[src/rtl/crc16_rx_checker_pkg.sv]
// Shared constants and state encoding for the CRC-16 receive checker
// and its byte-parallel CRC update.
package crc16_rx_checker_pkg;

  localparam logic [15:0] CRC16_POLY = 16'h8005;
  localparam logic [15:0] CRC16_INIT = 16'h0000;
  localparam int          CRC_BYTES  = 2;

  typedef enum logic [1:0] {
    ST_IDLE = 2'd0,
    ST_RECV = 2'd1,
    ST_DROP = 2'd2
  } state_t;

endpackage

[src/rtl/crc16_rx_checker_byte_update.sv]
// Combinational CRC-16 (poly 0x8005, non-reflected) advanced by one byte, MSB first.
module crc16_byte_update
  import crc16_rx_checker_pkg::*;
(
  input  logic [15:0] crc_in,
  input  logic [7:0]  data,
  output logic [15:0] crc_out
);

  always_comb begin
    crc_out = crc_in;
    for (int i = 7; i >= 0; i--) begin
      if (crc_out[15] ^ data[i]) crc_out = {crc_out[14:0], 1'b0} ^ CRC16_POLY;
      else                       crc_out = {crc_out[14:0], 1'b0};
    end
  end

endmodule

[config.mk]
export PLATFORM = sky130hd
export DESIGN_NAME = crc16_byte_update
export DESIGN_NICKNAME = d
export VERILOG_FILES = /design/src/rtl/crc16_rx_checker_pkg.sv /design/src/rtl/crc16_rx_checker_byte_update.sv
export SDC_FILE = /design/constraint.sdc
export NUM_CORES = 1
export LEC_CHECK = 0
export CAP_MARGIN = 15
export CORE_AREA = 2 2 39 41
export DETAILED_ROUTE_END_ITERATION = 8
export DIE_AREA = 0 0 41 43
export PLACE_DENSITY = 0.73
export SETUP_SLACK_MARGIN = 0.1
export SLEW_MARGIN = 40
export SYNTH_ARGS = -nofsm -noshare
export SYNTH_HDL_FRONTEND = slang
export SYNTH_SLANG_ARGS = --single-unit
[constraint.sdc]
create_clock -name vclk -period 3.41
set_input_delay 0.682 -clock vclk [all_inputs]
set_output_delay 0.682 -clock vclk [all_outputs]
set_load 0.05 [all_outputs]
==> flow_metrics.tcl, run 1 <==
set metrics [dict create \
    core_area_um2 1384 \
    grt_overflow_total 0 \
    grt_max_degree 4 \
    timing.final.ws_setup_ns 0.3743 \
    crit_fanout 3 \
    synth_area_per_cell_um2 10.64 \
    critical_path_class "primary input to output port" \
    num_io_pins 40 \
    firstDrtPassIters 1 \
    path_buf_inv 2 \
    synth_top_area_share_pct 32.35 \
    postRouteAntennaNets 0 \
    routedWlPerCell_um 7.826 \
    cts-resized-gates 0 \
    nClkBuffers 0 \
    worst_slew_pin_slew_ns 0.4902 \
    die_area_um2 1763 \
    fin_crit_sh_pct 89.02 \
    avgViaCountPerCell 3.797 \
    first_global_vias 214 \
    vdd_drop_max_uv 341.0 \
    start_kind "primary input" \
    ys_types 6 \
    grt_pass1_wl_um 828 \
    hold_class "primary input to output port" \
    internal-power_uw 189.3 \
    drc 0 \
    p_comb_share_pct 100.0 \
    synth_cells 28 \
    fp-row-count 14 \
    ys_seq_area_share_pct 0 \
    synthesis.area_um2 297.8 \
    swShare_pct 56.81 \
    clkPwrFrac_pct 0 \
    synth_commonest_cells "11 x xnor2_1, 5 x buf_4, 5 x xnor2_2, 5 x xor2_1" \
    fin_crit_ns 3.036 \
    die_x_um 41 \
    yosys-top-cells-area "xnor2_1 32%, xnor2_2 27%, xor2_1 15%" \
    portBuffers 30 \
    grt.total_usage_pct 6.118 \
    die_height_um 43 \
    drt_iter0_drc 0 \
    nets 79 \
    areaGrowthSynthToFinish_pct 104.2 \
    syn_nets 52 \
    power_frac_seq_pct 0 \
    rsz0062_at_grt "false" \
    seq_area_um2 0 \
    slew_headroom_pct 67.21 \
    cts_setup_buffers 0 \
    holdBufCountCts 0 \
    crit_path_frequent_cell "xnor2_2" \
    arrival_ns 2.35 \
    finalMaxSlewViolations 0 \
    synth_most_common_cell "xnor2_1" \
    wl_um 540 \
    switching_power_uw 249.0 \
    antenna_found_initial 0 \
    ys_warn_count 0 \
    setup-tns-final_ns 0 \
    slowest_delay_ns 0.44 \
    end_kind "output port" \
    hold_viol 0 \
    start_util_pct 21.52 \
    yosysTopAreaCell "xnor2_1" \
    post-route-util_pct 43.94 \
    hpwl_um 544.4 \
    seq_cell_count 0 \
    required_ns 2.73 \
    pre_cts_ws_ns 0.3448 \
    setup_viol 0 \
    diodes 0 \
    drive_above_1_share_pct 33.96 \
    max_freq_ghz 0.3294 \
    gp_congestion 0.6220 \
    power_density_nw_per_um2 720.9 \
    holdWs_ns 1.364 \
    slowest_stage "clkdlybuf4s50_1" \
    crit_family "XOR/XNOR gates" \
    maxCapViolations 0 \
    worstPathCellList "clkdlybuf4s50_1 > xnor2_2 > xnor2_1 > xnor2_2 > xnor3_1 > buf_4" \
    status "finished clean" \
    vias 262 \
    p_leak_uw 0.0002552 \
]
-- final cells by class --
type / instances / area, um^2
fill: 144 / 775.7
timing repair buffer: 30 / 312.8
multi-input combinational: 23 / 275.3
tap: 16 / 20.02
-- per-stage QoR --
step                instances  total power [uW]  area (um^2)
global route               69             453.9        608.1
detailed placement         69             442.7        608.1
global placement           69             441.9        608.1
floorplan                  28             288.2        312.8
finish                     69             438.4        608.1
CTS                        69             443.1        608.1
-- kinds of logic (layout without fill, tap and decap cells) --
group	after synthesis	after routing	share of synthesized area, %
buffers and inverters	5	30	12.61
xor gates and xnor gates	23	23	87.40
-- cells in the final DEF, fill, tap and decap left out --
cell | Yosys | routed
xnor3_1 | 1 | 1
xnor2_1 | 11 | 9
xnor2_2 | 5 | 7
xor2_1 | 5 | 5
buf_12 | 0 | 3
xor2_2 | 1 | 1
buf_4 | 5 | 7
clkdlybuf4s50_1 | 0 | 20
-- power groups by stage --
stage	registers (uW)	logic [uW]	clock network, uW
final	0	438	0
after global routing	0	454	0
after CTS	0	443	0
after detailed placement	0	443	0
after global placement	0	442	0
after floorplan	0	288	0
-- metal layers --
metal / track usage (%) / wire, um / vias to the layer above
met1: 7.051 / 170 / 117
met3: 0.5236 / 52 / 0
met5: 0 / 0 / -
met4: 0 / 0 / 0
li1: - / - / 130
met2: 11.88 / 317 / 15
-- path summary, 6_finish.rpt --
check | from | to | slack [ns] | depth (start not counted)
setup / recovery | data[6] | crc_out[15] | 0.37 | 6
hold / removal | crc_in[6] | crc_out[14] | 1.36 | 0
No activity file was read; power rests on OpenSTA's default activity.
==> run 2, diff against run 1 <==
--- a/config.mk
+++ b/config.mk
@@ -9,6 +9,7 @@
 export CORE_AREA = 2 2 39 41
 export DETAILED_ROUTE_END_ITERATION = 8
 export DIE_AREA = 0 0 41 43
+export MAX_ROUTING_LAYER = met4
 export PLACE_DENSITY = 0.73
 export SETUP_SLACK_MARGIN = 0.1
 export SLEW_MARGIN = 40
==> results of run 2 <==
No change in the layout: final DEF, timing and power equal those of run 1.
Main changes from that run: final weighted congestion in routability-driven placement 0.6220 -> 0.6266; overall routing resource usage 6.118% -> 6.269%
==> run 3, diff against run 2 <==
--- a/config.mk
+++ b/config.mk
@@ -9,6 +9,7 @@
 export CORE_AREA = 2 2 39 41
 export DETAILED_ROUTE_END_ITERATION = 8
 export DIE_AREA = 0 0 41 43
+export GPL_TIMING_DRIVEN = 0
 export MAX_ROUTING_LAYER = met4
 export PLACE_DENSITY = 0.73
 export SETUP_SLACK_MARGIN = 0.1
==> constraint.sdc (replaced) <==
create_clock -name vclk -period 2.9
set_input_delay 0.58 -clock vclk [all_inputs]
set_output_delay 0.58 -clock vclk [all_outputs]
set_load 0.05 [all_outputs]
==> run 3 against run 2 <==
  * Setup slack worse by 0.28 ns
  * First-iteration DRC count did not move
  * Count of clock-buffer cells in the layout did not move
  * Routed wire length rose by 35%
  * Non-clock buffer count grew 12
  * Core utilization rose by 8.8 points
  * Cell count rose by 17%
  * Power is 9.5% higher
  * Global-route usage is 2.3 points higher
  * Critical endpoint unchanged
  * Via count increased by 17%
  * Worst hold slack improved by 0.57 ns
==> flow_metrics.tcl, run 3 (synthesis gave the netlist of run 1 again) <==
set metrics [dict create \
    die_height_um 43 \
    setup_viol 0 \
    postRouteAntennaNets 0 \
    firstDrtPassIters 1 \
    n_fill_cell 142 \
    wl_met2_um 440 \
    stdcell_count 81 \
    holdBufCountCts 0 \
    drc 0 \
    avgViaCountPerCell 3.778 \
    arrival_ns 2.22 \
    worst_slew_pin_slew_ns 0.5029 \
    nets 91 \
    slowest_delay_ns 0.44 \
    fp-row-count 14 \
    gp_congestion 0.5515 \
    dpl.cell_count 79 \
    die_x_um 41 \
    grt_overflow_total 0 \
    hold_class "primary input to output port" \
    drt_iter0_drc 0 \
    wl_met1_um 192 \
    critical_path_class "primary input to output port" \
    vdd_drop_max_uv 253.5 \
    crit_path_frequent_cell "xnor2_2" \
    slowest_stage "clkdlybuf4s50_1" \
    power_density_nw_per_um2 658.0 \
    antenna_found_initial 0 \
    status "finished clean" \
    areaGrowthSynthToFinish_pct 145.0 \
    nClkBuffers 0 \
    first_global_vias 275 \
    rsz0062_at_grt "true" \
    worstPathCellList "clkdlybuf4s50_1 > xor2_2 > xnor2_2 > xnor2_2 > xnor3_1 > buf_4" \
    path_buf_inv 2 \
    wl_met3_um 94 \
    top_layer_used "met3" \
    core_area_um2 1384 \
    start_util_pct 21.52 \
    portBuffers 35 \
    wl_um 727 \
    die_area_um2 1763 \
    grt_max_degree 4 \
    crit_family "XOR/XNOR gates" \
    hold_viol 0 \
    hpwl_um 646.9 \
    fin_crit_sh_pct 96.63 \
    start_kind "primary input" \
    crit_fanout 3 \
    seq_area_um2 0 \
    p_leak_uw 0.0003316 \
    final_cell_mix "24 x clkdlybuf4s50_1, 11 x xnor2_2, 10 x buf_4" \
    diodes 0 \
    drive_above_1_share_pct 36.92 \
    grt.total_usage_pct 8.548 \
    routedWlPerCell_um 8.975 \
    end_kind "output port" \
    seq_cell_count 0 \
    finalMaxSlewViolations 0 \
    max_freq_ghz 0.3568 \
    power_uw 480.0 \
    fin_crit_ns 2.802 \
    layout_commonest_cell "clkdlybuf4s50_1" \
    maxCapViolations 0 \
    grt_pass1_wl_mm 1.076 \
    slew_headroom_pct 66.42 \
    required_ns 2.32 \
    num_io_pins 40 \
    vias 306 \
]
## run 3: cell types whose count changed in the layout (fill, tap and decap cells not counted), sizes merged
cell / delta
clkbuf: +1
clkdlybuf4s50: +4
dlygate4sd2: +6
dlymetal6s2s: +1
## run 3: worst min-delay path, stage by stage
cell             delay [ns]
clkdlybuf4s50_1        0.48
xnor2_1                0.07
clkbuf_2               0.23
## run 3: report_power, final
| part | leakage [uW] | switching, uW | internal (uW) |
|---|---|---|---|
| clock | 0 | 0 | 0 |
| sequential | 0 | 0 | 0 |
| combinational | 0.000332 | 304 | 176 |
## run 3: area by class of cell
class / instances / area (um^2) / area share [%]
timing repair buffer: 37 / 347.8 / 47.68
buffer: 5 / 37.54 / 5.146
multi-input combinational: 23 / 324.1 / 44.43
tap: 16 / 20.02 / 2.744
## run 3: repair_timing
item / in CTS / in global routing
pin swaps: 2 / 3
setup endpoints to repair: 10 / 5
gates cloned: 0 / 0
setup buffers: 1 / 1
gates resized for setup: 28 / 6
## run 3: final timing paths
check / slack [ns] / end / cells past startpoint / from
max: 0.1 / crc_out[15] / 6 / crc_in[12]
min: 1.94 / crc_out[8] / 3 / crc_in[0]
## run 3: per-stage QoR
step	setup TNS (ns)	hold slack [ns]	setup slack, ns	util (%)	cell area, um^2
after floorplan	-0.2498	1.327	-0.1529	-	324.1
final	0	1.936	0.09770	52.71	729.5
after detailed placement	-2.147	1.950	-0.5147	50.18	694.4
after CTS	0	1.950	0.0009435	51.09	706.9
after global placement	-1.985	1.950	-0.4909	50.18	694.4
after global routing	0	1.956	0.01424	52.71	729.5
## run 3: per-layer routing
metal,vias to the layer above,track usage [%]
met5,-,-
met4,0,0
met3,0,0
met2,22,19.06
met1,130,7.097
li1,154,-
